[config.mk]
export PLATFORM = sky130hd
export DESIGN_NAME = mem_ctrl
export DESIGN_NICKNAME = d
export VERILOG_FILES = /design/src/rtl/mem_ctrl_pkg.sv /design/src/rtl/mem_ctrl_arbiter.sv /design/src/rtl/mem_ctrl.sv
export SDC_FILE = /design/constraint.sdc
export NUM_CORES = 1
export LEC_CHECK = 0
export CORE_ASPECT_RATIO = 0.9
export CORE_MARGIN = 2
export CORE_UTILIZATION = 44
export DETAILED_ROUTE_END_ITERATION = 6
export GPL_ROUTABILITY_DRIVEN = 0
export PLACE_DENSITY_LB_ADDON = 0.05
export SLEW_MARGIN = 20
export SYNTH_ARGS = -nofsm -noshare
export SYNTH_HDL_FRONTEND = slang
export SYNTH_SLANG_ARGS = --single-unit
[constraint.sdc]
create_clock -name clk -period 2.3 [get_ports clk]
set_clock_uncertainty 0.2 [all_clocks]
set_input_delay 0.46 -clock clk [delete_from_list [all_inputs] [get_ports clk]]
set_output_delay 0.46 -clock clk [all_outputs]
set_load 0.01 [all_outputs]
[src/rtl/mem_ctrl_pkg.sv]
// Shared types for the memory controller: FSM states, access source codes and a grant decoder.
// A source code doubles as the bit index of that source in the pending/grant vectors.
package mem_ctrl_pkg;

    localparam int MC_WORD_W = 32;
    localparam int MC_ST_W   = 2;

    typedef enum logic [MC_ST_W-1:0] {
        MC_IDLE = 2'd0,
        MC_BUSY = 2'd1,
        MC_DONE = 2'd2
    } mc_state_e;

    typedef enum logic [1:0] {
        MC_SRC_FETCH = 2'd0,
        MC_SRC_LOAD  = 2'd1,
        MC_SRC_STORE = 2'd2
    } mc_src_e;

    function automatic mc_src_e grant_to_src(input logic [2:0] grant);
        if (grant[MC_SRC_STORE]) return MC_SRC_STORE;
        if (grant[MC_SRC_LOAD])  return MC_SRC_LOAD;
        return MC_SRC_FETCH;
    endfunction

endpackage

[src/rtl/mem_ctrl_arbiter.sv]
// Fixed-priority pick over the three pending access bits: store beats load beats fetch.
module mc_arbiter
    import mem_ctrl_pkg::*;
(
    input  logic [2:0] pending,
    output logic [2:0] grant
);

    always_comb begin
        grant = '0;
        if (pending[MC_SRC_STORE])
            grant[MC_SRC_STORE] = 1'b1;
        else if (pending[MC_SRC_LOAD])
            grant[MC_SRC_LOAD] = 1'b1;
        else if (pending[MC_SRC_FETCH])
            grant[MC_SRC_FETCH] = 1'b1;
    end

endmodule

[src/rtl/mem_ctrl.sv]
// Merges the cpu fetch, load and store ports onto one req/ack memory bus with a timeout,
// returning fetch/load data on registered outputs and a sticky error for misaligned or aborted accesses.
module mem_ctrl
    import mem_ctrl_pkg::*;
#(
    parameter int W       = MC_WORD_W,
    parameter int TIMEOUT = 255,
    parameter int TO_W    = 8
) (
    input  logic         clk,
    input  logic         rst,
    input  logic         pc_en,
    input  logic [W-1:0] pc,
    output logic [W-1:0] read_inst,
    input  logic         load_en,
    input  logic [W-1:0] l_addr,
    output logic [W-1:0] l_data,
    input  logic         store_en,
    input  logic [W-1:0] s_addr,
    input  logic [W-1:0] s_data,
    output logic         stall,
    output logic         bus_err,
    output logic         mem_req,
    output logic         mem_we,
    output logic [W-1:0] mem_addr,
    output logic [W-1:0] mem_wdata,
    input  logic         mem_ack,
    input  logic [W-1:0] mem_rdata
);

    mc_state_e       state;
    mc_src_e         cur_src;
    logic [2:0]      pend_q;
    logic [2:0]      strobe;
    logic [2:0]      pend_eff;
    logic [2:0]      grant;
    logic [TO_W-1:0] to_cnt;
    logic [W-1:0]    pc_q, l_addr_q, s_addr_q, s_data_q;
    logic [W-1:0]    pc_eff, l_addr_eff, s_addr_eff, s_data_eff;
    logic [W-1:0]    sel_addr;

    // A strobe arriving in IDLE is serviced the same edge, so it bypasses the latches.
    assign strobe     = {store_en, load_en, pc_en};
    assign pend_eff   = pend_q | strobe;
    assign pc_eff     = pc_en    ? pc     : pc_q;
    assign l_addr_eff = load_en  ? l_addr : l_addr_q;
    assign s_addr_eff = store_en ? s_addr : s_addr_q;
    assign s_data_eff = store_en ? s_data : s_data_q;

    assign stall = (state != MC_IDLE) | (|pend_q) | (|strobe);

    mc_arbiter u_arbiter (
        .pending (pend_eff),
        .grant   (grant)
    );

    always_comb begin
        sel_addr = '0;
        if (grant[MC_SRC_STORE])
            sel_addr = s_addr_eff;
        else if (grant[MC_SRC_LOAD])
            sel_addr = l_addr_eff;
        else if (grant[MC_SRC_FETCH])
            sel_addr = pc_eff;
    end

    always_ff @(posedge clk or negedge rst) begin
        if (!rst) begin
            state     <= MC_IDLE;
            cur_src   <= MC_SRC_FETCH;
            pend_q    <= '0;
            to_cnt    <= '0;
            pc_q      <= '0;
            l_addr_q  <= '0;
            s_addr_q  <= '0;
            s_data_q  <= '0;
            read_inst <= '0;
            l_data    <= '0;
            bus_err   <= 1'b0;
            mem_req   <= 1'b0;
            mem_we    <= 1'b0;
            mem_addr  <= '0;
            mem_wdata <= '0;
        end else begin
            if (pc_en)
                pc_q <= pc;
            if (load_en)
                l_addr_q <= l_addr;
            if (store_en) begin
                s_addr_q <= s_addr;
                s_data_q <= s_data;
            end
            pend_q <= pend_eff & ~((state == MC_IDLE) ? grant : 3'b000);

            case (state)
                MC_IDLE: begin
                    if (|pend_eff) begin
                        cur_src <= grant_to_src(grant);
                        if (sel_addr[1:0] != 2'b00) begin
                            bus_err <= 1'b1;
                            if (grant[MC_SRC_FETCH])
                                read_inst <= '0;
                            if (grant[MC_SRC_LOAD])
                                l_data <= '0;
                            state <= MC_DONE;
                        end else begin
                            mem_req   <= 1'b1;
                            mem_we    <= grant[MC_SRC_STORE];
                            mem_addr  <= sel_addr;
                            mem_wdata <= s_data_eff;
                            to_cnt    <= '0;
                            state     <= MC_BUSY;
                        end
                    end
                end
                MC_BUSY: begin
                    // An ack on the final allowed cycle still completes the access normally.
                    if (mem_ack) begin
                        mem_req <= 1'b0;
                        if (cur_src == MC_SRC_FETCH)
                            read_inst <= mem_rdata;
                        if (cur_src == MC_SRC_LOAD)
                            l_data <= mem_rdata;
                        state <= MC_DONE;
                    end else if (to_cnt == TO_W'(TIMEOUT - 1)) begin
                        mem_req <= 1'b0;
                        bus_err <= 1'b1;
                        if (cur_src == MC_SRC_FETCH)
                            read_inst <= '0;
                        if (cur_src == MC_SRC_LOAD)
                            l_data <= '0;
                        state <= MC_DONE;
                    end else begin
                        to_cnt <= to_cnt + 1'b1;
                    end
                end
                MC_DONE: state <= MC_IDLE;
                default: state <= MC_IDLE;
            endcase
        end
    end

endmodule

==> impl_metrics.py <==
metrics = {
    "grt": {
        "grt-ovfl-total": 0,
        "antenna_found_initial": 2,
        "grt_pass1_wl_um": 43860,
        "grt_max_degree": 75,
        "first_global_vias": 8114,
        "track_usage": 0.2086,
    },
    "die": {
        "die_w_um": 172.1,
        "pin_count": 298,
        "die_area_sq_um": 26740,
        "rows": 55,
        "die_h_um": 155.3,
        "core-area_sq_um": 25050,
        "start_util": 0.4469,
    },
    "setup_path": {
        "crit_start": "pend_q[1]$_DFF_PN0_",
        "regToRegStartpoint": "pend_q[1]$_DFF_PN0_",
        "crit_path_cell_trace": "or2_4 > buf_4 > o21a_1 > nor2_4 > buf_12 > mux2_2",
        "critPathRequiredTime_ps": 2510,
        "arrival_ps": 2450,
        "critical_path_class": "flip-flop to flip-flop",
        "endpoint": "mem_addr[23]$_DFFE_PN0P_",
        "path_max_fanout": 30,
        "rrSetupSlack_ps": 70,
        "startpoint_type": "flip-flop",
        "r2r_cells": 6,
        "r2r-end": "mem_addr[23]$_DFFE_PN0P_",
        "slowest_stage": "dfrtp_1",
        "end_kind": "flip-flop",
        "cp_slowest_stage_delay_ps": 390,
    },
    "final_layout": {
        "multi_input_area_sq_um": 4163,
        "fillers": 2015,
        "layout_common_cells": "292 x clkdlybuf4s50_1, 274 x dfrtp_1, 236 x mux2_2",
        "drive_gt1_frac": 0.3100,
        "seq_area_sq_um": 6857,
        "nNetsFinal": 1305,
        "areaGrowthSynthToFinish_pct": 42.71,
        "final_common_cell": "clkdlybuf4s50_1",
        "postLayoutCellArea_sq_um": 15980,
    },
    "timing": {
        "layout_min_cycle_time_ps": 2231,
        "clock.fmax_ghz": 0.4481,
        "drv_slew": 0,
        "max_slew_margin": 0.7161,
        "rsz0062_at_grt": "yes",
        "fin_crit_sh": 0.9702,
        "setup_viol_count_final": 0,
        "hold_violations": 0,
        "worst_pin_slew_ps": 421.4,
    },
    "placement": {
        "dp_hpwl_um": 19350,
        "io_buffers": 297,
        "post_dp_cell_area_sq_um": 14940,
    },
    "clock_tree": {
        "clk_pin_slew_ps": 60,
        "root_buffer": "clkbuf_16",
        "htree_levels": 1,
        "numCtsBuffers": 29,
        "cts_tree": "yes",
        "cts_sinks": 274,
        "cts_buffer_depth": 3,
        "clock_latency_ps": 540,
    },
    "run_status": {
        "status": "completed",
    },
    "yosys": {
        "ys_top_cells_by_area": "dfrtp_1 61%, mux2_2 24%, nor2_1 2.4%",
        "synth_area_sq_um": 11190,
        "synth-edff-count": 0,
        "syn_inst": 794,
        "yosysTopAreaCell": "dfrtp_1",
        "synth_ff_type": "dfrtp_1",
        "syn_avg_cell_area_sq_um": 14.10,
        "synth-seq-area-share": 0.6125,
        "async_flop_share": 1.000,
        "synth.distinct_cells": 40,
        "synth_nets": 962,
        "synth_top_area_share": 0.6125,
        "ys_warn_count": 0,
        "ys_seq_elements": 274,
    },
    "routing": {
        "drtIter0Drc": 391,
        "ant_nets": 0,
        "first_pass_iters": 6,
        "wirelength_um": 28050,
        "vias": 7687,
        "wl_per_cell_um": 18.69,
        "drc": 0,
        "vias_per_cell": 5.121,
    },
    "power_and_ir_drop": {
        "power_density_nw_per_um2": 1050,
        "finalPower_w": 0.01677,
        "power_leakage_nw": 7.025,
        "irDropWorstVdd_mv": 0.7407,
    },
    "hold_path": {
        "min_path_type": "input pin to flip-flop",
    },
    "job": {
        "drv_cap": 0,
    },
}
critical path: cells and delay by family (launching register included):
family / cells / cell delay, ps
muxes: 1 / 370
DFF: 1 / 390
AOI/OAI and AO/OA: 1 / 210
and+or+nand+nor: 2 / 490
buffers and inverters: 2 / 420
logic make-up (layout without fill, tap and decap cells):
kind of cell,count (synthesis),in the layout,share of synthesized area
adder cells (fa/ha/maj),2,2,0.002235
flip-flops,274,274,0.6125
buffers and inverters,49,413,0.02001
AO/OA/AOI/OAI,66,66,0.04527
multiplexers,254,254,0.2555
other,0,1,0
AND/OR/NAND/NOR,149,149,0.06449
synthesized netlist by cell type, types with 3 or more instances:
master	count
nor3b_1	3
o21ai_0	13
a221oi_1	30
nand2_1	15
a21oi_1	6
mux2_1	18
dfrtp_1	274
nor2_1	72
a31oi_1	5
buf_2	14
nor3_1	7
buf_6	3
mux2_2	236
and3_1	36
clkbuf_1	25
nand3_1	5
buf_1	5
report_power, final:
group	internal [W]	switching (W)	total [W]
Clock	0.00263	0.00182	0.00445
Sequential	0.00600	0.000617	0.00662
Combinational	0.00334	0.00236	0.00570
layer usage:
| layer | vias to the layer above | share of wire | track usage |
|---|---|---|---|
| met1 | 3846 | 0.44 | 0.2818 |
| met5 | - | 0.00096 | 0 |
| li1 | 3554 | - | - |
| met3 | 55 | 0.077 | 0.06105 |
| met2 | 228 | 0.45 | 0.3295 |
| met4 | 4 | 0.027 | 0.05842 |
through the flow:
step / TNS [ps] / hold slack [ps] / cells / util / setup slack [ps]
2_1_floorplan: 0 / -35.59 / 794 / - / 2.084
4_1_cts: 0 / 137.0 / 1497 / 0.6347 / 0.8571
3_3_place_gp: -35830 / 148.0 / 1443 / 0.5966 / -399.5
5_1_grt: -43.27 / 153.1 / 1500 / 0.6377 / -8.354
6_report: 0 / 156.1 / 1501 / 0.6378 / 68.54
3_5_place_dp: -38090 / 151.2 / 1443 / 0.5966 / -430.2
how the worst min path moves through the flow:
stage / depth (start not counted) / slack, ps / end / from
3_5_place_dp: 1 / 150 / s_addr_q[17]$_DFF_PN0_ / rst
4_1_cts: 3 / 140 / s_addr_q[0]$_DFF_PN0_ / store_en
2_1_floorplan: 0 / -40 / bus_err$_DFFE_PN0P_ / rst
5_1_grt: 3 / 150 / s_addr_q[0]$_DFF_PN0_ / store_en
3_3_place_gp: 1 / 150 / s_addr_q[17]$_DFF_PN0_ / rst
6_report: 3 / 160 / s_addr_q[0]$_DFF_PN0_ / store_en
timing repair:
action | in CTS | in global routing
endpoints found under the hold margin | 274 | 0
setup endpoints to repair | 1 | 57
setup buffers | 1 | 1
hold buffers | 1 | 0
gates cloned | 0 | 2
resized for setup | 9 | 5
pin swaps | 2 | 3
cell type report:
type,count,share of cell area
multi-input combinational,471,0.2606
timing repair buffer,359,0.2252
antenna,1,0.0001566
inverter,2,0.0004699
tap,342,0.02679
clock inverter,4,0.001488
clock buffer,48,0.05616
sequential,274,0.4292
state kept, by name (all words and copies together), names as in the netlist:
name	cells
mem_addr	32
l_data	32
pend_q	3
bus_err	1
mem_wdata	32
state	2
read_inst	32
cur_src	2
l_addr_q	32
mem_we	1
mem_req	1
s_data_q	32
s_addr_q	32
to_cnt	8
pc_q	32
Power figures use the tool's default switching activity.
==> patch, RTL diff (same settings) <==
Reset style: synchronous (`rst`), changed in one clocked block.
--- a/src/rtl/mem_ctrl.sv
+++ b/src/rtl/mem_ctrl.sv
@@ -66,3 +66,3 @@
 
-    always_ff @(posedge clk or negedge rst) begin
+    always_ff @(posedge clk) begin
         if (!rst) begin
Behaviour: differs if rst is asserted again (counterexample within 4 cycles, from zero or initial values and one cycle with rst low); with rst held inactive, the same outputs for 4 cycles.
==> patch against the original RTL <==
Cell area increased by 0.57%. Setup slack better by 8.4 ps. Synthesized area down 1.7%. Critical path type is now reg -> out. Sequential cell count is the same. Routed wire length is 15% higher. Highest routed layer unchanged. Register-to-register slack better by 70 ps. Non-clock buffer count up 45. Fmax increased by 0.38%. Count of clock-buffer cells in the layout is 2 lower.
Power is not compared: it rests on default switching activity, and its combinational part moved more than twofold at a synthesized area within 25%.
==> patch: results (changes against the original RTL) <==
The run gives 9672 (was 7687) as the detailed-route via count. Standard cell with the maximum stage delay on the critical path: sky130_fd_sc_hd__dfxtp_2 (was sky130_fd_sc_hd__dfrtp_1). The tools report the worst flop-to-flop path startpoint as pend_q[1] (unchanged).

The total iterations of the first detailed-routing run is 5 (was 6). The transition at the pin with the smallest max-transition slack works out to 564 ps (was 421 ps). Minimum setup slack among reg-to-reg paths: 140 ps (was 70 ps).

The run finished with clean final reports. The largest driver fanout on the critical path is 3 (was 30), and the share of async-settable or async-resettable flops after synthesis is 0% (was 100%). The proportion of layout cells with a drive suffix above 1 is 14.1% (was 31.0%). For the sequential share of the synthesized area, the log shows 49.8% (was 61.2%). The delay contributed by the slowest stage of the critical path was 320 ps (was 390 ps); the number of unique standard cell types used by synthesis was 52 (was 40).

The start point of the worst hold path is load_en (was store_en). The final hold slack came out at 116 ps (was 156 ps). The detailed-route vias per instance came out at 5.27 (was 5.12).

The number of diodes was 0 (was 1). The data arrival time of the critical path is 1560 ps (was 2450 ps). The tools report the net total in the final layout as 1647 (was 1305). The tools report the reg-to-reg endpoint as l_data[4] (was mem_addr[23]). The run gives 21900 um (was 19300 um) as the HPWL after detailed placement. The number of antenna violations at the first check in global routing came out at 1 (was 2). The run gives 1150 (was 794) as the post-synthesis instance total. The tools report the wire length of the first global-routing pass as 49000 um (was 43900 um). The filler cell count in the final layout was 2069 (was 2015); the total nets after synthesis was 1318 (was 962). Most instantiated cells after synthesis: sky130_fd_sc_hd__dfxtp_1, sky130_fd_sc_hd__mux2i_1, sky130_fd_sc_hd__nor2_1, sky130_fd_sc_hd__o21ai_0, sky130_fd_sc_hd__nand2_1 (was sky130_fd_sc_hd__dfrtp_1, sky130_fd_sc_hd__mux2_2, sky130_fd_sc_hd__nor2_1, sky130_fd_sc_hd__and3_1, sky130_fd_sc_hd__a221oi_1).

The pin count of the biggest net entering global routing came out at 65 (was 75).
## patch: layer usage
metal | vias to the layer above | GRT usage (%) | wire, um
li1 | 4807 | - | -
met1 | 4546 | 34.4 | 15700
met2 | 281 | 34.5 | 13800
met3 | 36 | 5.28 | 2290
met4 | 2 | 4.15 | 457
met5 | - | 0 | 14
## patch: metrics by stage
stage / setup WS, ps / cell area (um2) / setup TNS [ps]
finish: 77.0 / 16100 / 0
CTS: 29.8 / 15900 / 0
global route: -3.64 / 16100 / -3.64
floorplan: 125 / 11000 / 0
detailed placement: -404 / 15000 / -42910
global placement: -322 / 15000 / -36330
## patch: cells by family after synthesis
family	share of synthesized area, %
and+or+nand+nor	14.8
DFF	49.8
AOI/OAI and AO/OA	15.8
muxes	14.9
buffers and inverters	4.52
adders and majority gates	0.227
## patch: final cells by class
class | count | share of cell area, %
tap | 336 | 2.62
clock buffer | 46 | 5.60
timing repair buffer | 404 | 25.6
inverter | 6 | 0.148
multi-input combinational | 764 | 31.6
clock inverter | 7 | 0.288
sequential | 274 | 34.2
## patch: how the worst max path moves through the flow
stage               startpoint            to  cells past startpoint
finish               pend_q[2]         stall                      5
global route         pend_q[2]         stall                      5
CTS                  pend_q[2]         stall                      5
detailed placement   l_addr[1]  mem_addr[28]                      8
global placement     l_addr[1]  mem_addr[29]                      8
floorplan                pc_en     to_cnt[4]                      7
## patch: critical path: cells and delay by family (launching register included)
| family | cells | cell delay [ps] |
|---|---|---|
| flops | 1 | 320 |
| simple gates | 3 | 410 |
| buf+inv | 2 | 290 |
## patch: timing repair
item,4_1_cts,5_1_grt
gates resized for setup,6,10
setup endpoints to repair,1,57
gates cloned,0,4
hold buffers,0,0
buffers inserted,0,2
pin swaps,0,1
## patch: power groups by stage
stage	clock, uW	combinational (uW)	sequential (uW)
final	4590	2020	5150
after global routing	4870	2180	5180
after CTS	4690	1970	5150
after detailed placement	0	1960	5250
after global placement	0	1940	5240
after floorplan	0	894	5280
